--- src/rtl/tlc_pkg.sv ---
// ----------------------------------------------------------------------------
// tlc_pkg
// Shared types and constants for the traffic light controller slice.
//   TLC_DW      : duration / countdown width, shared with the register file
//   state_e     : controller states (IDLE, LD, RED, GREEN, YELLOW)
//   phase_e     : lamp phase encoding used to pick the next duration
//   phaseSucc   : RED -> GREEN -> YELLOW -> RED successor
//   phaseState  : maps a phase to the state that displays it
//   toBcd       : two-digit BCD of a countdown value (tens, ones)
// ----------------------------------------------------------------------------
package tlc_pkg;

  localparam int TLC_DW = 6;

  typedef enum logic [2:0] {
    IDLE,
    LD,
    RED,
    GREEN,
    YELLOW
  } state_e;

  typedef enum logic [1:0] {
    PH_RED,
    PH_GREEN,
    PH_YELLOW
  } phase_e;

  function automatic phase_e phaseSucc(input phase_e p);
    case (p)
      PH_RED:   return PH_GREEN;
      PH_GREEN: return PH_YELLOW;
      default:  return PH_RED;
    endcase
  endfunction

  function automatic state_e phaseState(input phase_e p);
    case (p)
      PH_GREEN:  return GREEN;
      PH_YELLOW: return YELLOW;
      default:   return RED;
    endcase
  endfunction

  // Countdown values never exceed 99 for the default width, so two digits suffice.
  function automatic logic [7:0] toBcd(input int unsigned v);
    logic [3:0] tens;
    logic [3:0] ones;
    tens = 4'(v / 10);
    ones = 4'(v % 10);
    return {tens, ones};
  endfunction

endpackage

--- src/rtl/tlc_rf_if.sv ---
// ----------------------------------------------------------------------------
// tlc_rf_if
// Read bus between the traffic light controller and the duration register
// file.
//   rf_rd_req : read request, high for the single cycle a duration is fetched
//   r_r/r_g/r_y : red / green / yellow durations in seconds (DW bits each)
// Modports:
//   master : the controller (drives rf_rd_req, reads durations)
//   slave  : the register file side (reads rf_rd_req, drives durations)
// ----------------------------------------------------------------------------
interface tlc_rf_if
  import tlc_pkg::*;
#(
  parameter int DW = TLC_DW
) ();

  logic          rf_rd_req;
  logic [DW-1:0] r_r;
  logic [DW-1:0] r_g;
  logic [DW-1:0] r_y;

  modport master (output rf_rd_req, input r_r, input r_g, input r_y);
  modport slave  (input rf_rd_req, output r_r, output r_g, output r_y);

endinterface

--- src/rtl/tlc_prescaler.sv ---
// ----------------------------------------------------------------------------
// tlc_prescaler
// Divides the system clock down to a one-second tick.
//   clk     : system clock, rising edge
//   rst_n   : asynchronous active-low reset
//   clr_i   : synchronous clear, restarts the second from zero
//   tick_o  : high during the last clock of each second (count == CLK_DIV-1)
// Parameter CLK_DIV (>= 2) is the number of clocks per second.
// ----------------------------------------------------------------------------
module tlc_prescaler #(
  parameter int CLK_DIV = 50_000_000
) (
  input  logic clk,
  input  logic rst_n,
  input  logic clr_i,
  output logic tick_o
);

  localparam int CW = $clog2(CLK_DIV);
  localparam logic [CW-1:0] LAST = CW'(CLK_DIV - 1);

  logic [CW-1:0] presc_q;

  assign tick_o = (presc_q == LAST);

  // Free-running 0..CLK_DIV-1 counter; a clear wins so a new phase always
  // gets a full first second.
  always_ff @(posedge clk or negedge rst_n) begin
    if (!rst_n) begin
      presc_q <= '0;
    end else if (clr_i || tick_o) begin
      presc_q <= '0;
    end else begin
      presc_q <= presc_q + CW'(1);
    end
  end

endmodule

--- src/rtl/traffic_light_fsm.sv ---
// ----------------------------------------------------------------------------
// traffic_light_fsm
// Sequences RED -> GREEN -> YELLOW -> RED. Each phase's duration is fetched
// from the register file in a one-cycle LD state at phase entry, then counted
// down one second per prescaler tick.
//   clk, rst_n : clock (rising edge), asynchronous active-low reset
//   run        : 1 runs the sequence, 0 forces IDLE (red lamp)
//   rf         : tlc_rf_if.master read bus (rf_rd_req out, r_r/r_g/r_y in)
//   lamp_r/g/y : lamp drives, exactly one high at any time
//   remain     : seconds left in the current phase, 0 in IDLE
// Optional macro TLC_BCD_DISP_EN adds remain_tens / remain_ones, the BCD
// digits of remain, registered alongside it.
// ----------------------------------------------------------------------------
module traffic_light_fsm
  import tlc_pkg::*;
#(
  parameter int CLK_DIV = 50_000_000,
  parameter int DW      = TLC_DW
) (
  input  logic          clk,
  input  logic          rst_n,
  input  logic          run,
  tlc_rf_if.master      rf,
  output logic          lamp_r,
  output logic          lamp_g,
  output logic          lamp_y,
  output logic [DW-1:0] remain
`ifdef TLC_BCD_DISP_EN
  ,
  output logic [3:0]    remain_tens,
  output logic [3:0]    remain_ones
`endif
);

  state_e        state_q, state_d;
  phase_e        next_ph_q, next_ph_d;
  logic [DW-1:0] cnt_q, cnt_d;
  logic [DW-1:0] sel_dur;
  logic [DW-1:0] remain_d;
  logic [2:0]    lamps_d;
  logic          tick;
  logic          presc_clr;

  // The second restarts whenever we are not counting a phase, so each phase
  // is exactly duration*CLK_DIV clocks long.
  assign presc_clr = (state_q == IDLE) || (state_q == LD) || !run;

  tlc_prescaler #(.CLK_DIV(CLK_DIV)) u_presc (
    .clk    (clk),
    .rst_n  (rst_n),
    .clr_i  (presc_clr),
    .tick_o (tick)
  );

  // Next-state, countdown and lamp decode. In phase states next_ph_q holds
  // the phase being shown, so its successor is the phase to load next.
  always_comb begin
    state_d   = state_q;
    next_ph_d = next_ph_q;
    cnt_d     = cnt_q;
    lamps_d   = {lamp_r, lamp_g, lamp_y};

    case (next_ph_q)
      PH_GREEN:  sel_dur = rf.r_g;
      PH_YELLOW: sel_dur = rf.r_y;
      default:   sel_dur = rf.r_r;
    endcase

    if (!run) begin
      state_d   = IDLE;
      next_ph_d = PH_RED;
      cnt_d     = '0;
    end else begin
      unique case (state_q)
        IDLE: begin
          state_d   = LD;
          next_ph_d = PH_RED;
        end
        LD: begin
          cnt_d   = (sel_dur == '0) ? DW'(1) : sel_dur;
          state_d = phaseState(next_ph_q);
        end
        RED, GREEN, YELLOW: begin
          if (tick) begin
            if (cnt_q > DW'(1)) begin
              cnt_d = cnt_q - DW'(1);
            end else begin
              next_ph_d = phaseSucc(next_ph_q);
              state_d   = LD;
            end
          end
        end
        default: begin
          state_d   = IDLE;
          next_ph_d = PH_RED;
          cnt_d     = '0;
        end
      endcase
    end

    // LD keeps whatever lamp was already on, which is red when leaving IDLE.
    case (state_d)
      IDLE, RED: lamps_d = 3'b100;
      GREEN:     lamps_d = 3'b010;
      YELLOW:    lamps_d = 3'b001;
      default:   lamps_d = {lamp_r, lamp_g, lamp_y};
    endcase

    remain_d = (state_d == IDLE) ? '0 : cnt_d;
  end

  // State plus registered outputs; outputs are decoded from the next state
  // so they line up with the state register.
  always_ff @(posedge clk or negedge rst_n) begin
    if (!rst_n) begin
      state_q      <= IDLE;
      next_ph_q    <= PH_RED;
      cnt_q        <= '0;
      lamp_r       <= 1'b1;
      lamp_g       <= 1'b0;
      lamp_y       <= 1'b0;
      remain       <= '0;
      rf.rf_rd_req <= 1'b0;
`ifdef TLC_BCD_DISP_EN
      remain_tens  <= '0;
      remain_ones  <= '0;
`endif
    end else begin
      state_q                  <= state_d;
      next_ph_q                <= next_ph_d;
      cnt_q                    <= cnt_d;
      {lamp_r, lamp_g, lamp_y} <= lamps_d;
      remain                   <= remain_d;
      rf.rf_rd_req             <= (state_d == LD);
`ifdef TLC_BCD_DISP_EN
      {remain_tens, remain_ones} <= toBcd(int'(remain_d));
`endif
    end
  end

endmodule

--- src/flat_wrapper.sv ---
// flat-port wrapper written by rule: the top's interface ports become plain ports
module traffic_light_fsm_flat import tlc_pkg::*;
#(
  parameter int CLK_DIV = 50_000_000,
  parameter int DW      = TLC_DW
)
  (clk, rst_n, run, lamp_r, lamp_g, lamp_y, remain, rf_rf_rd_req, rf_r_r, rf_r_g, rf_r_y);
  tlc_rf_if #(.DW(DW)) rf_i ();
  input  logic clk;
  input  logic rst_n;
  input  logic run;
  output logic lamp_r;
  output logic lamp_g;
  output logic lamp_y;
  output logic [DW-1:0] remain;
  output wire logic [$bits(rf_i.rf_rd_req)-1:0] rf_rf_rd_req;
  input wire logic [$bits(rf_i.r_r)-1:0] rf_r_r;
  input wire logic [$bits(rf_i.r_g)-1:0] rf_r_g;
  input wire logic [$bits(rf_i.r_y)-1:0] rf_r_y;
  assign rf_rf_rd_req = rf_i.rf_rd_req;
  assign rf_i.r_r = rf_r_r;
  assign rf_i.r_g = rf_r_g;
  assign rf_i.r_y = rf_r_y;
  traffic_light_fsm #(.CLK_DIV(CLK_DIV), .DW(DW)) u_core (.clk(clk), .rst_n(rst_n), .run(run), .rf(rf_i), .lamp_r(lamp_r), .lamp_g(lamp_g), .lamp_y(lamp_y), .remain(remain));
endmodule
--- config.mk ---
export PLATFORM = sky130hd
export DESIGN_NAME = traffic_light_fsm_flat
export DESIGN_NICKNAME = d
export VERILOG_FILES = /design/src/rtl/tlc_pkg.sv /design/src/rtl/tlc_rf_if.sv /design/src/rtl/tlc_prescaler.sv /design/src/rtl/traffic_light_fsm.sv /design/src/flat_wrapper.sv
export SDC_FILE = /design/constraint.sdc
export NUM_CORES = 1
export LEC_CHECK = 0
export ABC_AREA = 0
export BUFFER_PORTS_ARGS = -buffer_cell sky130_fd_sc_hd__buf_2
export CORE_UTILIZATION = 42
export CTS_CLUSTER_DIAMETER = 80
export DETAILED_ROUTE_END_ITERATION = 10
export SKIP_CTS_REPAIR_TIMING = 1
export SLEW_MARGIN = 0
export SYNTH_ARGS = -nofsm -noshare
export SYNTH_HDL_FRONTEND = slang
export SYNTH_SLANG_ARGS = --single-unit
--- constraint.sdc ---
create_clock -name clk -period 2.9 [get_ports clk]
set_clock_uncertainty 0.2 [all_clocks]
set_input_delay 0.29 -clock clk [delete_from_list [all_inputs] [get_ports clk]]
set_output_delay 0.29 -clock clk [all_outputs]
set_load 0.05 [all_outputs]
==> flow_summary.ini <==
[status]
status = complete, no violations

[die]
rows = 29
dieArea_mm2 = 0.00687
ioPinCount = 31
core-area_mm2 = 0.00635
die_y_um = 82.9
initial_utilization_pct = 43.3
die_w_um = 82.9

[clock_network]
clk_pin_slew_ns = 0.09
cts.path.max_buffers = 2
cts_buffers = 5
ctsRootBufferMaster = clkbuf_8
cts_max_level = 2
cts_sinks = 47
clk_latency_ns = 0.30
cts_tree = built

[placed_design]
hpwl_um = 4440
portBuffers = 30
gp_congestion = 0.821
dpl_worst_slack_ns = 0.334

[worst_setup_path]
critPathArrivalTime_ns = 2.63
required_ns = 2.94
cp-end-kind = flop
reg2reg_to = u_core.remain[0]$_DFF_PN0_
startpoint_type = flop
worst-setup-path-type = reg2reg
rr_startpoint = u_core.next_ph_q[0]$_DFFE_PN0P_
reg2reg_slack_ns = 0.31
reg2reg_depth = 7
cp_max_fo = 12

[synthesis]
ys_seq_area_share_pct = 42.8
synthCells = 302
syn_nets = 330
synthFlopType = dfrtp_1
syn_area_per_cell_um2 = 9.10
ys_types = 54
synth-edff-count = 0
synth.ff_latch_count = 47
syn_area_mm2 = 0.00275
ys_async_sr_fraction_pct = 100
yosys_warnings = 0

[timing]
setup_slack_ns = 0.306
final.setup.tns_ns = 0
worst_pin_slew_ns = 0.551
hold_viol = 0
fin_crit_sh_pct = 89.4
slew_viol_final = 0
rsz0062_at_grt = no
finalSetupViolCount = 0
slew_headroom_pct = 63.3
fin_crit_ns = 2.59
fmax_ghz = 0.386

[global_route]
grt_pass1_vias = 2133
grt_start_max_net_pins = 26
grtUsageTotal_pct = 18.3
grt_pass1_wl_um = 10300
antenna_found_initial = 0
grt.overflow.total = 0

[power_and_ir_drop]
p_comb_share_pct = 15.7
p_leak_uw = 0.00131
internal_power_uw = 1110
power.density_mw_per_mm2 = 487
power.share.clock_pct = 37.3
swShare_pct = 26.9
ir_worst_vdd_mv = 0.290
seq_power_share_pct = 47.0
switchingPower_uw = 406

[routing]
avgRoutedWirePerCell_um = 14.7
via_per_inst = 5.56
drt-initial-drc-count = 170
drt-total-wl_um = 6000
ant_nets = 0
via_count = 2273
drt_first_pass_iters = 4
drc = 0

[finish]
num-nets-final = 359
post-route-util_pct = 48.9
area_growth_pct = 13.0
num_antenna_cells = 0
drive_above_1_share_pct = 15.4

[worst_hold_path]
holdPathEnd = u_core.state_q[1]$_DFF_PN0_
min-delay-start = run
holdPathStages = 3
hold_class = in2reg

[flow_run]
drv_cap = 0
==> cells by family after synthesis <==
family                   share of synthesized area [%]
XOR/XNOR                                          7.01
multiplexers                                      2.59
adder cells (fa/ha/maj)                           3.19
AO/OA/AOI/OAI                                     13.9
flip-flops                                        42.8
AND/OR/NAND/NOR                                   26.6
buffers and inverters                             3.87
==> sequential cells by signal (all words and copies together), names as in the netlist <==
signal,flops
u_core.lamp_g,1
u_core.lamp_y,1
u_core.rf.rf_rd_req,1
u_core.cnt_q,6
u_core.state_q,3
u_core.next_ph_q,2
u_core.u_presc.presc_q,26
u_core.remain,6
u_core.lamp_r,1
==> Yosys cell counts, types with 3 or more instances <==
cell type	number	area, µm²
dfrtp_1	46	1150
nor2_1	46	173
nand2_1	18	67.6
nand3_1	16	80.1
inv_1	14	52.6
a21oi_1	13	65.1
xnor2_1	13	114
clkbuf_1	10	37.5
o21ai_0	9	45.0
xor2_1	9	78.8
a22oi_1	8	60.1
nor3_1	8	40.0
ha_1	7	87.6
and4_1	6	52.6
mux2i_1	6	60.1
nand4_1	6	37.5
nor2b_1	6	37.5
or3_1	6	37.5
a21o_1	4	30.0
and3_1	4	25.0
a31oi_1	3	18.8
nor4_1	3	18.8
==> stage by stage <==
step	hold WS (ns)	cell area, µm²	total power, µW	instances
2_1_floorplan	-0.206	2750	885	302
3_3_place_gp	0.114	2960	961	400
3_5_place_dp	0.115	2960	960	400
4_1_cts	-0.213	3100	1530	408
5_1_grt	0.167	3110	1590	409
6_report	0.141	3110	1510	409
==> layout by cell type, fill, tap and decap left out, types with 3 or more instances in the layout <==
| master | n |
|---|---|
| a21o_1 | 4 |
| a21oi_1 | 13 |
| a22oi_1 | 8 |
| a31oi_1 | 3 |
| and3_1 | 4 |
| and4_1 | 6 |
| buf_2 | 30 |
| buf_4 | 3 |
| clkbuf_8 | 5 |
| dfrtp_1 | 46 |
| ha_1 | 7 |
| inv_1 | 14 |
| mux2i_1 | 6 |
| nand2_1 | 18 |
| nand3_1 | 16 |
| nand4_1 | 6 |
| nor2_1 | 46 |
| nor2b_1 | 6 |
| nor3_1 | 8 |
| nor4_1 | 3 |
| o21ai_0 | 9 |
| or3_1 | 6 |
| xnor2_1 | 13 |
| xor2_1 | 9 |
==> layer usage <==
layer	share of wire [%]	track usage [%]	vias to the layer above	wire (µm)
li1	-	-	1135	-
met1	47	25.2	1082	2840
met2	48	29.7	51	2850
met3	4.4	3.48	5	262
met4	0.77	4.55	0	46
met5	0	0	-	0
==> worst max-delay path by stage <==
stage,startpoint,depth (start not counted),to,slack [ns]
after floorplan,u_core.next_ph_q[1]$_DFFE_PN0P_,8,u_core.remain[0]$_DFF_PN0_,0.51
after global placement,u_core.next_ph_q[1]$_DFFE_PN0P_,7,u_core.remain[0]$_DFF_PN0_,0.30
after detailed placement,u_core.next_ph_q[1]$_DFFE_PN0P_,7,u_core.remain[0]$_DFF_PN0_,0.33
after CTS,u_core.next_ph_q[1]$_DFFE_PN0P_,7,u_core.remain[0]$_DFF_PN0_,0.29
after global routing,u_core.next_ph_q[0]$_DFFE_PN0P_,7,u_core.remain[0]$_DFF_PN0_,0.10
final,u_core.next_ph_q[0]$_DFFE_PN0P_,7,u_core.remain[0]$_DFF_PN0_,0.31
==> final cells by class <==
type | instances | area, µm²
Clock buffer | 6 | 72.6
Multi-Input combinational cell | 229 | 1470
Clock inverter | 2 | 60.1
Fill cell | 606 | 3240
Sequential cell | 47 | 1180
Tap cell | 77 | 96.3
Timing Repair Buffer | 34 | 183
Inverter | 14 | 52.6
==> critical path, stage by stage (launching register included) <==
cell	delay (ns)
dfrtp_1	0.39
inv_1	0.09
ha_1	0.49
a21oi_1	0.19
or4_1	0.55
o32ai_1	0.35
a21o_1	0.14
nor2b_1	0.12
==> power by group through the flow <==
stage                     clock network, µW  logic [µW]  registers, µW
after floorplan                           0         140            744
after global placement                    0         238            723
after detailed placement                  0         237            723
after CTS                               583         238            710
after global routing                    608         266            715
final                                   564         237            711
Power figures use the tool's default switching activity.
